## src/rtl/run_controller.sv

```systemverilog
// run_controller: reset/run/halt/step/restart sequencer for the cpu; `define RUN_TIMEOUT_EN adds a RUNNING watchdog.
// Commands act on the next clk edge, stop/error gate cpu_clk_en combinationally; cmd_ready_o is low only while RESETTING.
package run_controller_pkg;
   typedef struct packed {
      logic bus_fault;
      logic illegal_insn;
   } cpu_error_t;
endpackage

module run_controller
   import run_controller_pkg::*;
#(
   parameter int CYCLE_W        = 32,
   parameter int RESET_CYCLES   = 2,
   parameter int AUTO_RUN       = 0,
   parameter int TIMEOUT_CYCLES = 1000000
) (
   input  logic               clk_i,
   input  logic               reset_i,
   input  logic               cmd_valid_i,
   output logic               cmd_ready_o,
   input  logic [1:0]         cmd_op_i,
   input  logic [15:0]        step_count_i,
   output logic               cmd_err_o,
   input  logic               cpu_stop_i,
   input  cpu_error_t         cpu_error_i,
   output logic               cpu_reset_o,
   output logic               cpu_clk_en_o,
   output logic [2:0]         state_o,
   output logic [2:0]         halt_reason_o,
   output logic [CYCLE_W-1:0] cycle_count_o
);

   typedef enum logic [2:0] {
      S_RESETTING = 3'd0,
      S_HALTED    = 3'd1,
      S_RUNNING   = 3'd2,
      S_STEPPING  = 3'd3,
      S_FAULT     = 3'd4
   } state_e;

   typedef enum logic [2:0] {
      R_NONE      = 3'd0,
      R_USER      = 3'd1,
      R_EBREAK    = 3'd2,
      R_STEP_DONE = 3'd3,
      R_ERROR     = 3'd4,
      R_TIMEOUT   = 3'd5
   } reason_e;

   localparam logic [1:0] OP_RUN     = 2'd0;
   localparam logic [1:0] OP_HALT    = 2'd1;
   localparam logic [1:0] OP_STEP    = 2'd2;
   localparam logic [1:0] OP_RESTART = 2'd3;

   localparam int             RCW     = (RESET_CYCLES > 1) ? $clog2(RESET_CYCLES) : 1;
   localparam logic [RCW-1:0] RC_LAST = RCW'(RESET_CYCLES - 1);

   state_e               state_q, state_d;
   reason_e              reason_q, reason_d;
   logic [CYCLE_W-1:0]   cycle_q, cycle_d;
   logic [15:0]          remaining_q, remaining_d;
   logic [RCW-1:0]       rst_cnt_q, rst_cnt_d;
   logic                 cmd_err_q, cmd_err_d;
   logic                 mask_q;
   logic                 err_m;
   logic                 tick;
   logic                 cmd_fire;
   logic                 timeout;

   assign cpu_reset_o   = (state_q == S_RESETTING);
   assign cmd_ready_o   = (state_q != S_RESETTING);
   assign cmd_err_o     = cmd_err_q;
   assign state_o       = state_q;
   assign halt_reason_o = reason_q;
   assign cycle_count_o = cycle_q;

   // Errors are ignored while the cpu is in reset and for one cycle after it leaves.
   assign err_m    = (|cpu_error_i) & ~cpu_reset_o & ~mask_q;
   assign cmd_fire = cmd_valid_i & cmd_ready_o;
   assign tick     = cpu_clk_en_o & (state_q != S_RESETTING);

   always_comb begin
      cpu_clk_en_o = 1'b0;
      case (state_q)
         S_RESETTING:          cpu_clk_en_o = 1'b1;
         S_RUNNING, S_STEPPING: cpu_clk_en_o = ~cpu_stop_i & ~err_m;
         default:              cpu_clk_en_o = 1'b0;
      endcase
   end

`ifdef RUN_TIMEOUT_EN
   logic [31:0] wdog_q, wdog_d;

   // The watchdog fires on the tick that completes TIMEOUT_CYCLES, so no extra tick leaks through.
   assign timeout = (state_q == S_RUNNING) && tick && (wdog_q == 32'(TIMEOUT_CYCLES - 1));

   always_comb begin
      wdog_d = wdog_q;
      if (state_d == S_RUNNING && state_q != S_RUNNING)
         wdog_d = '0;
      else if (state_q == S_RUNNING && tick)
         wdog_d = wdog_q + 32'd1;
   end

   always_ff @(posedge clk_i or posedge reset_i) begin
      if (reset_i) wdog_q <= '0;
      else         wdog_q <= wdog_d;
   end
`else
   assign timeout = 1'b0;
`endif

   always_comb begin
      state_d     = state_q;
      reason_d    = reason_q;
      remaining_d = remaining_q;
      rst_cnt_d   = rst_cnt_q;
      cmd_err_d   = 1'b0;
      cycle_d     = tick ? cycle_q + CYCLE_W'(1) : cycle_q;

      case (state_q)
         S_RESETTING: begin
            if (rst_cnt_q == RC_LAST) begin
               state_d   = (AUTO_RUN != 0) ? S_RUNNING : S_HALTED;
               reason_d  = R_NONE;
               cycle_d   = '0;
               rst_cnt_d = '0;
            end else begin
               rst_cnt_d = rst_cnt_q + RCW'(1);
            end
         end
         S_HALTED: begin
            if (cmd_fire) begin
               case (cmd_op_i)
                  OP_RUN: begin
                     state_d  = S_RUNNING;
                     reason_d = R_NONE;
                  end
                  OP_STEP: begin
                     state_d     = S_STEPPING;
                     reason_d    = R_NONE;
                     remaining_d = (step_count_i == 16'd0) ? 16'd1 : step_count_i;
                  end
                  OP_RESTART: state_d = S_RESETTING;
                  default: ;
               endcase
            end
         end
         S_RUNNING, S_STEPPING: begin
            // Overridden commands are consumed silently; only a surviving RUN/STEP is an error.
            if (cmd_fire && cmd_op_i == OP_RESTART) begin
               state_d = S_RESETTING;
            end else if (err_m) begin
               state_d  = S_FAULT;
               reason_d = R_ERROR;
            end else if (timeout) begin
               state_d  = S_FAULT;
               reason_d = R_TIMEOUT;
            end else if (cpu_stop_i) begin
               state_d  = S_HALTED;
               reason_d = R_EBREAK;
            end else if (state_q == S_STEPPING && remaining_q == 16'd1) begin
               state_d  = S_HALTED;
               reason_d = R_STEP_DONE;
            end else if (cmd_fire && cmd_op_i == OP_HALT) begin
               state_d  = S_HALTED;
               reason_d = R_USER;
            end else if (cmd_fire) begin
               cmd_err_d = 1'b1;
            end
            if (state_q == S_STEPPING && tick)
               remaining_d = remaining_q - 16'd1;
         end
         S_FAULT: begin
            if (cmd_fire) begin
               if (cmd_op_i == OP_RESTART) state_d = S_RESETTING;
               else                        cmd_err_d = 1'b1;
            end
         end
         default: state_d = S_RESETTING;
      endcase
   end

   always_ff @(posedge clk_i or posedge reset_i) begin
      if (reset_i) begin
         state_q     <= S_RESETTING;
         reason_q    <= R_NONE;
         cycle_q     <= '0;
         remaining_q <= '0;
         rst_cnt_q   <= '0;
         cmd_err_q   <= 1'b0;
         mask_q      <= 1'b1;
      end else begin
         state_q     <= state_d;
         reason_q    <= reason_d;
         cycle_q     <= cycle_d;
         remaining_q <= remaining_d;
         rst_cnt_q   <= rst_cnt_d;
         cmd_err_q   <= cmd_err_d;
         mask_q      <= (state_q == S_RESETTING);
      end
   end

endmodule

```

## config.mk

```make
export PLATFORM = sky130hd
export DESIGN_NAME = run_controller
export DESIGN_NICKNAME = d
export VERILOG_FILES = /design/src/rtl/run_controller.sv
export SDC_FILE = /design/constraint.sdc
export NUM_CORES = 1
export LEC_CHECK = 0
export ABC_AREA = 1
export CORE_ASPECT_RATIO = 0.6
export CORE_MARGIN = 3
export CORE_UTILIZATION = 45
export CTS_CLUSTER_SIZE = 8
export DETAILED_ROUTE_END_ITERATION = 8
export GPL_TIMING_DRIVEN = 1
export HOLD_SLACK_MARGIN = 0.02
export PLACE_DENSITY = 0.72
export SETUP_SLACK_MARGIN = 0.2
export SLEW_MARGIN = 20
export SYNTH_ARGS = -nofsm -noshare
export SYNTH_HDL_FRONTEND = slang
export SYNTH_SLANG_ARGS = --single-unit
export TNS_END_PERCENT = 100
```

## constraint.sdc

```tcl
create_clock -name clk_i -period 1.5 [get_ports clk_i]
set_input_delay 0.15 -clock clk_i [delete_from_list [all_inputs] [get_ports clk_i]]
set_output_delay 0.15 -clock clk_i [all_outputs]
set_load 0.05 [all_outputs]
```

Word level (Yosys, flattened, before mapping):

Index checks and enable logic that the tools add are counted.

* bitwise logic cells: 9
* mux-type cells: 38
* eq/ne operators: 19
* $add $sub $neg: 3
* reduce and logical (&&, ||, !) cells: 16

Operators by type and width (number)
* two-way mux 32 bit: 3
* two-way mux 16 bit: 4
* two-way mux 3 bit: 16
* adder 32 x 1 -> 32 bit (second input constant): 1
* case mux 16 bit (2 select lines): 1
* case mux 3 bit (3 select lines): 2
* == test 16 x 1 -> 1 bit (second input constant): 1
* logical NOT 16 bit: 1
* subtractor 16 x 1 -> 16 bit (second input constant): 1
* != test 2 bit (second input constant): 7
* case mux 3 bit (4 select lines): 1
* AND reduction 6 bit: 2
* two-way mux 1 bit: 9
* == test 3 x 2 -> 1 bit (second input constant): 2
* != test 6 bit (second input constant): 1
* nonzero test 3 bit: 2
* OR reduction 2 bit: 3
* bitwise AND 1 bit: 5
* != test 5 bit (second input constant): 1
* == test 2 bit (second input constant): 2
* logical AND 1 bit: 4
* != test 4 x 3 -> 1 bit (second input constant): 1
* NOT 1 bit: 4
* case mux 1 bit (2 select lines): 2
* other kinds (9): 9

* output and inout bits: 42
* register bits: 57
* word-level logic and storage cells: 92
* bits of input ports: 24

Longest topological paths before layout:

Gate-level depths: netlist of run 1.

* depth after elaboration: 11
* depth in mapped cells: 11
* mapped depth without buffers: 11

Worst setup path after synthesis of run 1:

Ideal clock, no wire load.

* path type: reg-to-output
* start point: register state_q[1] (netlist: state_o[1])
* end point: output cpu_clk_en_o
* arrival: 1.791 ns
* stages on the path, launching flop included: 7
* buffers on the path: 2
* required time: 1.350 ns
* path slack: -0.441 ns
* cell sequence: dfrtp_1 -> nand2_1 -> buf_6 -> nor2_8 -> nand2_4 -> buf_2 -> nand2_1

* cells in the longest elaborated chain, start to end: 7
* elaborated cells between the ends (all ways): 10
* classes of those cells: eq/ne: 2; mux: 1; bitwise: 5; reduce/logical: 2

Ends and longest elaborated chain
* start: declaration: line 59 `state_e state_q, state_d;`
* start signal: assignment: line 195 `state_q <= state_d;`
* logical NOT 3 bit: line 71, 85
* NOT 1 bit: line 79 `assign err_m = (|cpu_error_i) & ~cpu_reset_o & ~mask_q;`
* bitwise AND 1 bit (2 in a row): line 79
* NOT 1 bit: line 87 `S_RUNNING, S_STEPPING: cpu_clk_en_o = ~cpu_stop_i & ~err_m;`
* bitwise AND 1 bit: line 87
* case mux 1 bit (2 select lines) *: line 85 `case (state_q)`
* end: declaration: line 28 `output logic cpu_clk_en_o,`

Every way passes the cells marked *; elsewhere a longest branch is shown, timed or not.

Worst setup path in the final report of run 1:

* start point: register state_q[2] (netlist: state_o[2])
* end point: register remaining_q[13]

* cells in the longest elaborated chain, start to end: 11
* elaborated cells between the ends (all ways): 21
* classes of those cells: eq/ne: 6; mux: 2; bitwise: 7; reduce/logical: 6

Ends and longest elaborated chain
* logical NOT 3 bit: line 71, 85
* NOT 1 bit: line 79
* bitwise AND 1 bit (2 in a row): line 79
* NOT 1 bit: line 87
* bitwise AND 1 bit: line 87
* case mux 1 bit (2 select lines): line 85
* bitwise AND 1 bit: line 81 `assign tick = cpu_clk_en_o & (state_q != S_RESETTING);`
* logical AND 1 bit: line 172 `if (state_q == S_STEPPING && tick)`
* != test 2 bit (no line)
* AND reduction 4 bit (no line)
* end signal: assignment: line 198 `remaining_q <= remaining_d;`
* end: declaration: line 62 `logic [15:0] remaining_q, remaining_d;`

Several ways; a longest one is shown, not always the timed one.
A chain may end at the register's enable or synchronous reset.

==> results.json, run 1 <==
{
  "maxCapViolCount": 0,
  "cp_max_fo": 7,
  "synth_seq_cells": 57,
  "grt_pass1_wl_um": 23600,
  "fmax_mhz": 559,
  "clk_pin_slew_ps": 50,
  "irDropWorstVdd_mv": 1.57,
  "antenna_found_initial": 0,
  "place_ws_ps": -335,
  "synthTopCellsByCount": "nand2_1 (178), nor2_1 (104), inv_1 (60)",
  "drt-initial-drc-count": 513,
  "drc": 0,
  "yosysSeqAreaShare_pct": 37.8,
  "hp-class": "in -> async",
  "numCtsBuffers": 9,
  "grt_overflow_total": 0,
  "postCtsHoldBufs": 0,
  "rows": 25,
  "place_congestion": 0.910,
  "cp_data_arrival_time_ps": 2050,
  "syn_area_mm2": 0.00378,
  "coreArea_mm2": 0.00801,
  "tightestPinTransition_ps": 608,
  "grt_max_degree": 28,
  "die_height_um": 77.0,
  "fin_nets": 777,
  "status": "complete, but fails checks",
  "clock_skew_ps": 9.72,
  "synth_top_area_share_pct": 37.1,
  "dpl.hpwl_um": 8870,
  "synth_flop_cell": "dfrtp_1",
  "synth_cell_types": 37,
  "cts_tree": "yes",
  "cts_max_path_buffers": 2,
  "criticalPathCategory": "reg -> reg",
  "finalCriticalPeriod_ps": 1790,
  "finalCritPeriodShare_pct": 119,
  "yosys-top-cells-area": "dfrtp_1 (37%), nand2_1 (18%), nor2_1 (10%)",
  "final_max_slew_viol_count": 0,
  "cts_root_buf": "clkbuf_16",
  "die_area_mm2": 0.00957,
  "cp-start-kind": "register",
  "setup_tns_ps": -9970,
  "clk_latency_ps": 340,
  "crit_required_ps": 1760,
  "io_pins": 66,
  "htreeDepth": 3,
  "synthArstFlopShare_pct": 100,
  "power-per-cell-area_mw_per_mm2": 1600,
  "fin_util_pct": 81.8,
  "violations": "negative setup slack",
  "antennaDiodeCount": 0,
  "die_w_um": 124,
  "drive_gt1_share_pct": 42.6,
  "dr.pass1.iters": 6,
  "maxSlewHeadroom_pct": 59.2,
  "io_buffers": 65,
  "setup_slack_ps": -290,
  "synth_most_common_cell": "nand2_1",
  "globalRouteTotalUtil_pct": 30.3,
  "setup_viol": 58,
  "area_growth_pct": 73.4,
  "ys_warn_count": 0,
  "vias_per_cell": 5.74,
  "synth.avg_cell_area_um2": 6.65,
  "routed_wl_um": 15900,
  "synth_nets": 599,
  "wire_per_inst_um": 18.6,
  "first_global_vias": 4644,
  "leakagePower_nw": 3.01,
  "fillers": 477,
  "cts.sinks": 57,
  "synth_edf_count": 0,
  "yosys.area.top_type": "dfrtp_1",
  "end_kind": "register",
  "rsz0062_at_grt": "true",
  "via_count": 4932,
  "postSynthCellCount": 568,
  "ant_nets": 0,
  "hold_viol_final": 0,
  "initial_core_util_pct": 47.2
}
power breakdown:
| group | internal (mW) | leakage [nW] | switching, mW |
|---|---|---|---|
| clock | 1.29 | 0.149 | 0.777 |
| combinational | 2.79 | 2.14 | 3.35 |
| sequential | 1.89 | 0.716 | 0.368 |
metal layers:
| metal | wire [µm] | vias to the layer above | global-route usage (%) |
|---|---|---|---|
| met5 | 0 | - | 0 |
| met3 | 1790 | 92 | 8.91 |
| met1 | 6510 | 2308 | 41.1 |
| met4 | 668 | 0 | 9.41 |
| li1 | - | 2166 | - |
| met2 | 6980 | 366 | 47.0 |
state kept, by name, indices dropped and copies added (netlist names):
register       cells
remaining_q       16
mask_q             1
cmd_err_o          1
state_o            3
rst_cnt_q          1
cycle_count_o     32
halt_reason_o      3
layout make-up:
class                           count  area (µm²)  share of cell area (%)
Multi-Input combinational cell    435        2550                    38.9
Timing Repair Buffer              178        1840                    28.1
Sequential cell                    57        1460                    22.3
Clock buffer                       14         284                    4.34
Inverter                           65         265                    4.05
Tap cell                          108         135                    2.06
Clock inverter                      2        10.0                   0.153
placed cells by master, fill, tap and decap left out, drive strengths merged, types with 4 or more instances in the layout:
master         netlist  routed
xor2                 5       5
buf                  8     154
o211ai               5       5
o21ai               30      30
nor3                 6       6
nand2              179     179
nor2               113     113
clkdlybuf4s50        0      23
clkbuf               3      15
nand3               39      39
nand4               10      10
ha                   7       7
xnor2                4       4
inv                 65      63
a21oi               20      20
dfrtp               56      56
worst max-delay path, stage by stage, from the launching register on:
cell and delay [ps]:
dfrtp_2 450, buf_12 140, nor3_4 230, nand2_2 140, o21ai_4 100, inv_2 70, nor2_4 140, buf_12 150
buf_8 120, o211ai_1 80, o21ai_1 90
stage by stage:
| stage | hold slack, ps | std cells | area [µm²] | power, mW |
|---|---|---|---|---|
| finish | 119 | 859 | 6550 | 10.5 |
| global route | 156 | 859 | 6550 | 10.9 |
| CTS | 130 | 850 | 6270 | 9.66 |
| detailed placement | 470 | 805 | 5380 | 6.51 |
| global placement | 466 | 805 | 5380 | 6.42 |
| floorplan | 236 | 568 | 3990 | 4.71 |
logic make-up (layout without fill, tap and decap cells):
kind of cell | count (synthesis) | count (layout) | synth area share, %
and+or+nand+nor | 355 | 355 | 40.2
DFF | 57 | 57 | 37.8
xor gates and xnor gates | 9 | 9 | 2.09
adders and majority gates | 7 | 7 | 2.32
AOI/OAI and AO/OA | 64 | 64 | 9.57
buffers and inverters | 76 | 259 | 8.05
final timing paths:
path                                      start               to  slack [ps]  cells after the start
worst max-delay path                 state_o[2]  remaining_q[13]        -290                     10
worst min-delay path                    reset_i   remaining_q[3]         120                      2
worst max register to register       state_o[2]  remaining_q[13]        -290                     10
worst min register to register  remaining_q[14]  remaining_q[14]         500                      2
max in group asynchronous               reset_i           mask_q         890                      3
min in group clk_i              remaining_q[14]  remaining_q[14]         500                      2
repair_timing:
item | 4_1_cts | 5_1_grt
pin swaps | 40 | 32
setup endpoints to repair | 59 | 61
resized for setup | 91 | 55
setup buffers | 26 | 8
cloned | 3 | 1
(Power assumes the default switching activity.)
==> inputs of run 2 (changes only) <==
Settings changed: SLEW_MARGIN 20 to default.
==> results of run 2 <==
Same layout as run 1: the final DEF is identical, and so are final timing and power.
==> inputs of run 3 (changes only) <==
Settings changed: CORE_UTILIZATION 45 to 48, PLACE_DENSITY 0.72 to 0.77.
==> results.json, run 3 (synthesized netlist as in run 1, its figures left out) <==
{
  "final_max_slew_viol_count": 0,
  "leakagePower_nw": 2.92,
  "fin_area_mm2": 0.00654,
  "drc": 0,
  "whs_ps": 170,
  "status": "complete, but fails checks",
  "fin_nets": 777,
  "antenna_found_initial": 0,
  "cts_tree": "yes",
  "setup_viol": 59,
  "numCtsBuffers": 9,
  "seq_area_mm2": 0.00146,
  "wire_per_inst_um": 23.2,
  "maxSlewHeadroom_pct": 50.9,
  "cp_max_fo": 3,
  "die_w_um": 121,
  "globalRouteTotalUtil_pct": 36.8,
  "antennaDiodeCount": 0,
  "multi_input_area_mm2": 0.00266,
  "area_growth_pct": 73.1,
  "r2r-start": "remaining_q[6]",
  "ant_nets": 0,
  "grt_overflow_total": 0,
  "crit_required_ps": 1780,
  "cp_data_arrival_time_ps": 2260,
  "cts.sinks": 57,
  "hp-class": "in -> async",
  "coreArea_mm2": 0.00745,
  "via_count": 5569,
  "first_global_vias": 4900,
  "rows": 24,
  "fin_util_pct": 87.8,
  "setup_tns_ps": -14390,
  "die_height_um": 74.7,
  "place_area_mm2": 0.00532,
  "routed_wl_um": 19900,
  "irDropWorstVdd_mv": 1.58,
  "clk_pin_slew_ps": 60,
  "initial_core_util_pct": 50.7,
  "fmax_mhz": 503,
  "hold_viol_final": 0,
  "maxCapViolCount": 0,
  "power-per-cell-area_mw_per_mm2": 1650,
  "clock_skew_ps": 13.1,
  "vias_per_cell": 6.51,
  "violations": "negative setup slack",
  "dr.pass1.iters": 6,
  "drt-initial-drc-count": 1082,
  "cp-start-kind": "register",
  "clk_latency_ps": 350,
  "grt_max_degree": 26,
  "io_buffers": 65,
  "io_pins": 66,
  "final_cell_mix": "nand2_1 (138), buf_4 (105), nor2_1 (75), inv_1 (52)",
  "htreeDepth": 3,
  "place_congestion": 0.892,
  "cts_max_path_buffers": 2,
  "setup_slack_ps": -487,
  "crit_start": "remaining_q[6]",
  "largest_register_ffs": 32,
  "final_common_cell": "nand2_1",
  "tightestPinTransition_ps": 732,
  "criticalPathCategory": "reg -> reg",
  "finalCriticalPeriod_ps": 1990,
  "fillers": 354,
  "drive_gt1_share_pct": 45.4,
  "die_area_mm2": 0.00901,
  "cts_root_buf": "clkbuf_16",
  "finalPower_mw": 10.8,
  "rsz0062_at_grt": "true",
  "end_kind": "register",
  "finalCritPeriodShare_pct": 132,
  "dpl.hpwl_um": 9050,
  "grt_pass1_wl_um": 25600,
  "postCtsHoldBufs": 0
}
## run 3: cell count changes in the layout (fill, tap and decap cells not counted), sizes merged
cell,change
buf,-3
inv,+3
nand3,+1
clkbuf,-1
## run 3: path summary, 6_finish.rpt
path | to | slack, ps | cells after the start
max | halt_reason_o[1] | -490 | 8
min in group clk_i | remaining_q[15] | 480 | 5
max reg2reg | halt_reason_o[1] | -490 | 8
min reg2reg | remaining_q[14] | 490 | 2
min | remaining_q[10] | 170 | 2
max in group asynchronous | cycle_count_o[9] | 840 | 3
## run 3: worst max-delay path: stages (launching register included)
cell     delay (ps)
dfrtp_1         430
nor2_1          260
nand2_1         200
nor2_2          330
nand3_2         170
buf_4           170
nand2_1         100
nand2_1         110
o21ai_2         160
## run 3: repair_timing
item                       in CTS  in global routing
pin swaps                      46                 25
cloned                          5                  2
buffers inserted               22                 12
resized for setup              93                 81
setup endpoints to repair      58                 63
## run 3: routing by layer
metal  vias up  GRT usage, %  wire, µm
li1       2165             -         -
met1      2520          47.7      6790
met2       660          56.3      8020
met3       224          12.0      3290
met4         0          18.2      1760
met5         -             0         0
## run 3: area by class of cell
| class | instances | share of cell area [%] |
|---|---|---|
| Multi-Input combinational cell | 436 | 40.7 |
| Timing Repair Buffer | 175 | 26.4 |
| Sequential cell | 57 | 22.4 |
| Inverter | 65 | 4.10 |
| Clock buffer | 13 | 3.98 |
| Tap cell | 104 | 1.99 |
| Timing Repair inverter | 2 | 0.268 |
| Clock inverter | 3 | 0.230 |
## run 3: where the power goes
part	switching, mW	internal (mW)
Clock	0.810	1.20
Sequential	0.435	1.89
Combinational	3.76	2.72
## run 3: per-stage QoR
| step | instances | setup slack (ps) |
|---|---|---|
| 3_3_place_gp | 798 | -222 |
| 6_report | 855 | -487 |
| 3_5_place_dp | 798 | -287 |
| 2_1_floorplan | 568 | -129 |
| 5_1_grt | 855 | -458 |
| 4_1_cts | 841 | -173 |
